File: config.mk
export PLATFORM = sky130hd
export DESIGN_NAME = hpi_bus_sequencer_flat
export DESIGN_NICKNAME = d
export VERILOG_FILES = /design/src/rtl/hpi_bus_sequencer_if.sv /design/src/rtl/hpi_bus_sequencer.sv /design/src/flat_wrapper.sv
export SDC_FILE = /design/constraint.sdc
export NUM_CORES = 1
export LEC_CHECK = 0
export BUFFER_PORTS_ARGS = -buffer_cell sky130_fd_sc_hd__buf_4
export CAP_MARGIN = 40
export CORE_MARGIN = 3
export CORE_UTILIZATION = 42
export CTS_CLUSTER_DIAMETER = 150
export CTS_CLUSTER_SIZE = 30
export DETAILED_ROUTE_END_ITERATION = 8
export PLACE_DENSITY_LB_ADDON = 0.25
export SLEW_MARGIN = 20
export SYNTH_ARGS = -nofsm -noshare
export SYNTH_HDL_FRONTEND = slang
export SYNTH_SLANG_ARGS = --single-unit
File: constraint.sdc
create_clock -name clk_clk -period 2 [get_ports clk_clk]
set_clock_uncertainty 0.2 [all_clocks]
set_input_delay 0.3 -clock clk_clk [delete_from_list [all_inputs] [get_ports clk_clk]]
set_output_delay 0.3 -clock clk_clk [all_outputs]
set_load 0.005 [all_outputs]
File: src/rtl/hpi_bus_sequencer_if.sv
// Bus bundle for hpi_bus_sequencer: two requester ports, read-back/status and the HPI pins.
// The slave modport is the sequencer's view; master is the fabric/pin side.
interface hpi_bus_sequencer_if;
    logic        req_a;
    logic        we_a;
    logic [1:0]  addr_a;
    logic [15:0] wdata_a;
    logic        ack_a;
    logic        req_b;
    logic        we_b;
    logic [1:0]  addr_b;
    logic [15:0] wdata_b;
    logic        ack_b;
    logic [15:0] rdata;
    logic        busy;
    logic [1:0]  hpi_addr;
    logic        hpi_cs_n;
    logic        hpi_r_n;
    logic        hpi_w_n;
    logic [15:0] hpi_dout;
    logic        hpi_dout_en;
    logic [15:0] hpi_din;

    modport slave (
        input  req_a, we_a, addr_a, wdata_a,
        input  req_b, we_b, addr_b, wdata_b,
        input  hpi_din,
        output ack_a, ack_b, rdata, busy,
        output hpi_addr, hpi_cs_n, hpi_r_n, hpi_w_n, hpi_dout, hpi_dout_en
    );

    modport master (
        output req_a, we_a, addr_a, wdata_a,
        output req_b, we_b, addr_b, wdata_b,
        output hpi_din,
        input  ack_a, ack_b, rdata, busy,
        input  hpi_addr, hpi_cs_n, hpi_r_n, hpi_w_n, hpi_dout, hpi_dout_en
    );
endinterface

File: src/rtl/hpi_bus_sequencer.sv
// Fixed-timing CY7C67200 HPI bus sequencer with round-robin arbitration between two requesters.
// Optional macro HPI_XFER_CNT_EN adds a 16-bit completed-transfer counter output xfer_cnt.
module hpi_bus_sequencer #(
    parameter int SETUP_CYC  = 1,
    parameter int STROBE_CYC = 2,
    parameter int HOLD_CYC   = 1
) (
    input  logic               clk_clk,
    input  logic               reset_reset,
`ifdef HPI_XFER_CNT_EN
    output logic [15:0]        xfer_cnt,
`endif
    hpi_bus_sequencer_if.slave bus
);

    typedef enum logic [2:0] {IDLE, SETUP, STROBE, HOLD, DONE} state_t;

    // Counters load width-1 on entry and the state ends when they reach zero.
    localparam logic [3:0] SETUP_LD  = 4'(SETUP_CYC - 1);
    localparam logic [3:0] STROBE_LD = 4'(STROBE_CYC - 1);
    localparam logic [3:0] HOLD_LD   = 4'(HOLD_CYC - 1);

    state_t      state_q, state_d;
    logic [3:0]  cnt_q, cnt_d;
    logic        gnt_b_q, gnt_b_d;
    logic        last_b_q, last_b_d;
    logic        we_q, we_d;
    logic [1:0]  addr_q, addr_d;
    logic [15:0] wdata_q, wdata_d;
    logic [15:0] rdata_q, rdata_d;
    logic        cs_n_q, cs_n_d;
    logic        r_n_q, r_n_d;
    logic        w_n_q, w_n_d;
    logic        dout_en_q, dout_en_d;
    logic        ack_a_q, ack_a_d;
    logic        ack_b_q, ack_b_d;
    logic        busy_q, busy_d;
    logic        pick_b;
    logic        active_d;

    // B wins only when A is idle or A was served last.
    assign pick_b = bus.req_b && (!bus.req_a || !last_b_q);

    always_comb begin
        state_d  = state_q;
        cnt_d    = cnt_q;
        gnt_b_d  = gnt_b_q;
        last_b_d = last_b_q;
        we_d     = we_q;
        addr_d   = addr_q;
        wdata_d  = wdata_q;
        rdata_d  = rdata_q;
        unique case (state_q)
            IDLE: begin
                if (bus.req_a || bus.req_b) begin
                    gnt_b_d  = pick_b;
                    last_b_d = pick_b;
                    we_d     = pick_b ? bus.we_b    : bus.we_a;
                    addr_d   = pick_b ? bus.addr_b  : bus.addr_a;
                    wdata_d  = pick_b ? bus.wdata_b : bus.wdata_a;
                    if (SETUP_CYC == 0) begin
                        state_d = STROBE;
                        cnt_d   = STROBE_LD;
                    end else begin
                        state_d = SETUP;
                        cnt_d   = SETUP_LD;
                    end
                end
            end
            SETUP: begin
                if (cnt_q == 4'd0) begin
                    state_d = STROBE;
                    cnt_d   = STROBE_LD;
                end else begin
                    cnt_d = cnt_q - 4'd1;
                end
            end
            STROBE: begin
                if (cnt_q == 4'd0) begin
                    if (!we_q) rdata_d = bus.hpi_din;
                    if (HOLD_CYC == 0) begin
                        state_d = DONE;
                    end else begin
                        state_d = HOLD;
                        cnt_d   = HOLD_LD;
                    end
                end else begin
                    cnt_d = cnt_q - 4'd1;
                end
            end
            HOLD: begin
                if (cnt_q == 4'd0) state_d = DONE;
                else               cnt_d   = cnt_q - 4'd1;
            end
            DONE:    state_d = IDLE;
            default: state_d = IDLE;
        endcase

        // Pin values are decoded from the next state so every output is a flop.
        active_d  = (state_d == SETUP) || (state_d == STROBE) || (state_d == HOLD);
        cs_n_d    = !active_d;
        r_n_d     = !((state_d == STROBE) && !we_d);
        w_n_d     = !((state_d == STROBE) && we_d);
        dout_en_d = active_d && we_d;
        ack_a_d   = (state_d == DONE) && !gnt_b_d;
        ack_b_d   = (state_d == DONE) && gnt_b_d;
        busy_d    = (state_d != IDLE);
    end

    always_ff @(posedge clk_clk or posedge reset_reset) begin
        if (reset_reset) begin
            state_q   <= IDLE;
            cnt_q     <= 4'd0;
            gnt_b_q   <= 1'b0;
            last_b_q  <= 1'b1;
            we_q      <= 1'b0;
            addr_q    <= 2'd0;
            wdata_q   <= 16'd0;
            rdata_q   <= 16'd0;
            cs_n_q    <= 1'b1;
            r_n_q     <= 1'b1;
            w_n_q     <= 1'b1;
            dout_en_q <= 1'b0;
            ack_a_q   <= 1'b0;
            ack_b_q   <= 1'b0;
            busy_q    <= 1'b0;
        end else begin
            state_q   <= state_d;
            cnt_q     <= cnt_d;
            gnt_b_q   <= gnt_b_d;
            last_b_q  <= last_b_d;
            we_q      <= we_d;
            addr_q    <= addr_d;
            wdata_q   <= wdata_d;
            rdata_q   <= rdata_d;
            cs_n_q    <= cs_n_d;
            r_n_q     <= r_n_d;
            w_n_q     <= w_n_d;
            dout_en_q <= dout_en_d;
            ack_a_q   <= ack_a_d;
            ack_b_q   <= ack_b_d;
            busy_q    <= busy_d;
        end
    end

    assign bus.ack_a       = ack_a_q;
    assign bus.ack_b       = ack_b_q;
    assign bus.rdata       = rdata_q;
    assign bus.busy        = busy_q;
    assign bus.hpi_addr    = addr_q;
    assign bus.hpi_cs_n    = cs_n_q;
    assign bus.hpi_r_n     = r_n_q;
    assign bus.hpi_w_n     = w_n_q;
    assign bus.hpi_dout    = wdata_q;
    assign bus.hpi_dout_en = dout_en_q;

`ifdef HPI_XFER_CNT_EN
    logic [15:0] xfer_cnt_q;

    always_ff @(posedge clk_clk or posedge reset_reset) begin
        if (reset_reset)            xfer_cnt_q <= 16'd0;
        else if (state_q == DONE)   xfer_cnt_q <= xfer_cnt_q + 16'd1;
    end

    assign xfer_cnt = xfer_cnt_q;
`endif

endmodule

File: src/flat_wrapper.sv
// flat-port wrapper written by rule: the top's interface ports become plain ports
module hpi_bus_sequencer_flat 
#(
    parameter int SETUP_CYC  = 1,
    parameter int STROBE_CYC = 2,
    parameter int HOLD_CYC   = 1
)
  (clk_clk, reset_reset, bus_req_a, bus_we_a, bus_addr_a, bus_wdata_a, bus_req_b, bus_we_b, bus_addr_b, bus_wdata_b, bus_hpi_din, bus_ack_a, bus_ack_b, bus_rdata, bus_busy, bus_hpi_addr, bus_hpi_cs_n, bus_hpi_r_n, bus_hpi_w_n, bus_hpi_dout, bus_hpi_dout_en);
  hpi_bus_sequencer_if bus_i ();
  input  logic clk_clk;
  input  logic reset_reset;
  input wire logic [$bits(bus_i.req_a)-1:0] bus_req_a;
  input wire logic [$bits(bus_i.we_a)-1:0] bus_we_a;
  input wire logic [$bits(bus_i.addr_a)-1:0] bus_addr_a;
  input wire logic [$bits(bus_i.wdata_a)-1:0] bus_wdata_a;
  input wire logic [$bits(bus_i.req_b)-1:0] bus_req_b;
  input wire logic [$bits(bus_i.we_b)-1:0] bus_we_b;
  input wire logic [$bits(bus_i.addr_b)-1:0] bus_addr_b;
  input wire logic [$bits(bus_i.wdata_b)-1:0] bus_wdata_b;
  input wire logic [$bits(bus_i.hpi_din)-1:0] bus_hpi_din;
  output wire logic [$bits(bus_i.ack_a)-1:0] bus_ack_a;
  output wire logic [$bits(bus_i.ack_b)-1:0] bus_ack_b;
  output wire logic [$bits(bus_i.rdata)-1:0] bus_rdata;
  output wire logic [$bits(bus_i.busy)-1:0] bus_busy;
  output wire logic [$bits(bus_i.hpi_addr)-1:0] bus_hpi_addr;
  output wire logic [$bits(bus_i.hpi_cs_n)-1:0] bus_hpi_cs_n;
  output wire logic [$bits(bus_i.hpi_r_n)-1:0] bus_hpi_r_n;
  output wire logic [$bits(bus_i.hpi_w_n)-1:0] bus_hpi_w_n;
  output wire logic [$bits(bus_i.hpi_dout)-1:0] bus_hpi_dout;
  output wire logic [$bits(bus_i.hpi_dout_en)-1:0] bus_hpi_dout_en;
  assign bus_i.req_a = bus_req_a;
  assign bus_i.we_a = bus_we_a;
  assign bus_i.addr_a = bus_addr_a;
  assign bus_i.wdata_a = bus_wdata_a;
  assign bus_i.req_b = bus_req_b;
  assign bus_i.we_b = bus_we_b;
  assign bus_i.addr_b = bus_addr_b;
  assign bus_i.wdata_b = bus_wdata_b;
  assign bus_i.hpi_din = bus_hpi_din;
  assign bus_ack_a = bus_i.ack_a;
  assign bus_ack_b = bus_i.ack_b;
  assign bus_rdata = bus_i.rdata;
  assign bus_busy = bus_i.busy;
  assign bus_hpi_addr = bus_i.hpi_addr;
  assign bus_hpi_cs_n = bus_i.hpi_cs_n;
  assign bus_hpi_r_n = bus_i.hpi_r_n;
  assign bus_hpi_w_n = bus_i.hpi_w_n;
  assign bus_hpi_dout = bus_i.hpi_dout;
  assign bus_hpi_dout_en = bus_i.hpi_dout_en;
  hpi_bus_sequencer #(.SETUP_CYC(SETUP_CYC), .STROBE_CYC(STROBE_CYC), .HOLD_CYC(HOLD_CYC)) u_core (.clk_clk(clk_clk), .reset_reset(reset_reset), .bus(bus_i));
endmodule
# --- Word-level counts from Yosys, hierarchy flattened ---
# Cells that the tools add are included.
op_classes:
  n_addsub: 1
  mul: 0
  div: 0
  order_cmp: 0
  n_eq_ne: 9
  n_shift: 0
  muxes: 17
  bitwise_logic: 1
  reduce_logical: 24
ops:
  columns: ["op", "count"]
  rows:
  - ["two-way mux 16 bit", 1]
  - ["two-way mux 4 bit", 4]
  - ["case mux 4 bit (4 select lines)", 1]
  - ["equality test 3 x 2 -> 1 bit (second input constant)", 4]
  - ["two-way mux 3 bit", 4]
  - ["case mux 3 bit (4 select lines)", 1]
  - ["zero test 1 bit", 7]
  - ["equality test 3 x 1 -> 1 bit (second input constant)", 2]
  - ["logical AND 1 bit", 6]
  - ["AND reduction 3 bit", 2]
  - ["two-way mux 1 bit", 5]
  - ["zero test 4 bit", 1]
  - ["logical OR 1 bit", 4]
  - ["nonzero test 4 bit", 1]
  - ["subtractor 4 x 1 -> 4 bit (second input constant)", 1]
  - ["equality test 3 bit (second input constant)", 1]
  - ["zero test 3 bit", 1]
  - ["nonzero test 3 bit", 1]
  - ["two-way mux 2 bit", 1]
  - ["!= test 2 x 1 -> 1 bit (second input constant)", 1]
  - ["!= test 2 bit (second input constant)", 1]
  - ["AND reduction 2 bit", 1]
  - ["NOT 1 bit", 1]
totals:
  reg_bits: 51
  latch_bits: 0
  mem_bits_rw: 0
  rom_bits: 0
  inputBits: 58
  output_inout_bits: 41
  word_cells: 67
  n_memories: 0

# --- Logic depth before layout (Yosys ltp) ---
depth:
  word_depth: 9
  mapped_depth: 7
  mapped_depth_nobuf: 6

# --- Worst setup path after synthesis ---
# OpenSTA, ideal clock, no wires.
synth_path:
  path_kind: "register to register"
  startpoint: "register u_core.cnt_q[0]"
  endpoint: "register u_core.rdata_q[0] (netlist: u_core.bus.rdata[0])"
  setup_time_ps: 125
  arrival_time_ps: 1703
  required_ps: 1675
  slack_ps: -28
  path_stages_with_launch: 8
  path_buffers: 1
  synth_period_minus_slack_ps: 2028
  cell_sequence: "dfrtp_1 -> inv_1 -> ha_1 -> or3b_4 -> nor2_4 -> nand2_4 -> buf_6 -> mux2_4"
synth_between:
  elab_chain_cells: 2
synth_rtl:
  columns: ["item", "line_no", "rtl"]
  rows:
  - ["from (decl)", "hpi_bus_sequencer.sv:24", "logic [3:0] cnt_q, cnt_d;"]
  - ["from (signal assigned)", "hpi_bus_sequencer.sv:129", "cnt_q <= cnt_d;"]
  - ["zero test 4 bit", "hpi_bus_sequencer.sv:79", "if (cnt_q == 4'd0) begin"]
  - ["AND reduction 3 bit (no line)", null, null]
  - ["to (signal assigned)", "hpi_bus_sequencer.sv:135", "rdata_q <= rdata_d;"]
  - ["to (decl)", "hpi_bus_sequencer.sv:30", "logic [15:0] rdata_q, rdata_d;"]
# No other way between the ends.
# A chain may end at the register's enable or synchronous reset.

# --- Worst setup path after layout ---
layout_path:
  startpoint: "register u_core.cnt_q[1]"
  endpoint: "register u_core.rdata_q[5] (netlist: u_core.bus.rdata[5])"
# The elaborated chain is that of the path after synthesis.

==> results.yml <==
finish:
  drive_gt1_frac: 0.498
  layout_commonest_cell: "buf_4"
  fin_util: 0.670
  final_nets: 357
  stdcell_count: 364
  antennaDiodeCount: 0
  final_cell_mix: "109 x buf_4, 47 x dfrtp_1, 22 x nand2_1, 22 x o21ai_0, 18 x mux2i_1"
  syn_to_final_growth_pct: 47.4
detailed_routing:
  wl_per_cell_um: 13.8
  antenna_left: 0
  drt-total-wl_um: 5020
  vias_per_cell: 4.75
  drtPass1Iterations: 4
  drt_iter0_drc: 36
  vias: 1728
  drc: 0
grt:
  antenna_found_initial: 0
  overflow: 0
  track_usage: 0.169
  grt_pass1_wl_um: 8340
  grt_max_degree: 34
  grt_pass1_vias: 1725
timing:
  finalSetupViolations: 0
  hold_viol: 0
  final.setup.tns_ns: 0
  fin_crit_ns: 2.00
  max_freq_mhz: 501
  slew_viol_final: 0
  rsz0062_at_grt: "true"
  finalCritPeriodShare: 0.998
  worst_pin_slew_ns: 0.579
  timing.max_slew.rel_slack: 0.613
min_path:
  hold_path_class: "in -> reg"
floorplan:
  dieArea_um2: 6220
  die_w_um: 78.9
  core_um2: 4910
  core.rowCount: 25
  die_h_um: 78.9
  start_util: 0.454
  pin_count: 99
setup_path:
  critical_path.max_fanout: 8
  critPathSlowestCell: "dfrtp_1"
  crit_path_cell_trace: "inv_2 -> ha_4 -> or3b_4 -> nor2_4 -> nand2_4 -> mux2_4"
  worstSetupPathType: "reg -> reg"
  cp-start-kind: "flop"
  end_kind: "flop"
  cp.required_ns: 1.99
  max_stage_delay_ns: 0.40
  cp.arrival_ns: 1.98
synth:
  ys_warn_count: 0
  synth_top_area_share: 0.527
  synthArstFlopShare: 1.00
  synthesis.area_um2: 2230
  ys_top_cells_by_area: "dfrtp_1 53%, mux2i_1 8.1%, mux2_4 6.7%, o21ai_0 5.2%, dfstp_2 4.7%"
  synth-seq-area-share: 0.574
  netlist-cell-type-count: 37
  synth_seq_cells: 51
  synth-main-ff-cell: "dfrtp_1"
  syn_nets: 245
  syn_inst: 185
  avgSynthCellArea_um2: 12.1
  yosys.area.top_type: "dfrtp_1"
  synth-edff-count: 0
clock_tree:
  clkTransAtPathRegs_ns: 0.09
  cts_sinks: 51
  htree_num_levels: 2
  cts_tree: "done"
  root_buffer: "clkbuf_8"
  numCtsBuffers: 5
  clock_path_buffers: 2
  clock_latency_ns: 0.30
place:
  place_congestion: 0.783
  numPortBuffers: 98
  hpwlAfterDp_um: 3800
  dp.cells: 350
power:
  p_per_area_nw_per_um2: 1410
  power_leakage_nw: 1.63
  peakVddDrop_v: 0.000635
job:
  maxCapViolCount: 0
outcome:
  status: "complete, no violations"
timing repair:
action                                  CTS  global route
hold buffers                              2             0
hold endpoints to repair                 19             0
pin swaps                                 0             0
cloned                                    1             0
setup buffers                             3             1
endpoints found under the setup margin   16            16
gates resized for setup                   5             0
final timing paths:
kind	cells past startpoint	end	slack [ns]	startpoint
worst max register to register	6	u_core.bus.rdata[5]	0.005	u_core.cnt_q[1]
max in group asynchronous	4	u_core.bus.hpi_r_n	0.64	reset_reset
worst min-delay path	2	u_core.bus.rdata[5]	0.03	bus_hpi_din[5]
min in group asynchronous	3	u_core.bus.hpi_dout[11]	0.37	reset_reset
worst max-delay path	6	u_core.bus.rdata[5]	0.005	u_core.cnt_q[1]
worst min register to register	2	u_core.bus.hpi_dout[1]	0.28	u_core.bus.hpi_dout[1]
cell families (layout without fill, tap and decap cells):
group                      after synthesis  count (layout)  share of synthesized area
AOI/OAI and AO/OA                       38              38                     0.0993
xor gates and xnor gates                 1               1                    0.00393
adders and majority gates                2               2                     0.0112
buffers and inverters                   13             124                     0.0280
DFF                                     51              51                      0.574
muxes                                   34              34                      0.178
and+or+nand+nor                         46              47                      0.105
worst max-delay path, delay by kind of cell (launching register included):
family                   cells  cell delay (ns)
multiplexers                 1             0.33
buffers and inverters        1             0.08
flip-flops                   1             0.40
AND/OR/NAND/NOR              3             0.74
adder cells (fa/ha/maj)      1             0.13
per-layer routing:
layer / vias to the layer above / part of all wire / global-route usage
met3: 7 / 0.064 / 0.0385
met1: 787 / 0.42 / 0.222
met4: 0 / 0.013 / 0.0515
met5: - / 0 / 0
met2: 61 / 0.50 / 0.280
li1: 873 / - / -
synthesized netlist by cell type (all sizes together) (2+ instances only):
cell type / instances
mux2i: 18
nor2: 10
nor3: 4
clkbuf: 3
nor2b: 2
a31oi: 2
dfstp: 4
inv: 4
o21ai: 24
nand2: 23
ha: 2
dfrtp: 47
buf: 6
a21oi: 3
mux2: 16
a22o: 2
power by group:
group	total, W	internal, W	switching, W	leakage, nW
clock	0.000668	0.000367	0.000301	0.0513
combinational	0.00211	0.00123	0.000880	0.970
sequential	0.00188	0.00154	0.000338	0.611
area by class of cell:
cell class	count	area, µm²
Clock buffer	6	72.6
Clock inverter	1	30.0
Fill cell	386	1620
Inverter	4	15.0
Multi-Input combinational cell	122	927
Sequential cell	51	1280
Tap cell	67	83.8
Timing Repair Buffer	113	878
through the flow:
stage               power (W)  setup WS (ns)  hold WS (ns)  area, µm²
floorplan             0.00290       -0.00414         0.163       2230
global placement      0.00385         0.0421         0.128       3100
detailed placement    0.00393        -0.0110         0.129       3100
CTS                   0.00469        0.00168        0.0241       3280
global route          0.00501        -0.0945        0.0216       3290
finish                0.00465        0.00475        0.0299       3290
registers in the layout, indices dropped and copies added (netlist names):
signal,cells
u_core.bus.ack_a,1
u_core.bus.hpi_w_n,1
u_core.bus.hpi_cs_n,1
u_core.bus.busy,1
u_core.bus.hpi_dout,16
u_core.we_q,1
u_core.cnt_q,4
u_core.state_q,3
u_core.bus.hpi_addr,2
u_core.bus.hpi_r_n,1
u_core.bus.rdata,16
u_core.bus.ack_b,1
u_core.last_b_q,1
u_core.bus.hpi_dout_en,1
u_core.gnt_b_q,1
(Power assumes the default switching activity.)
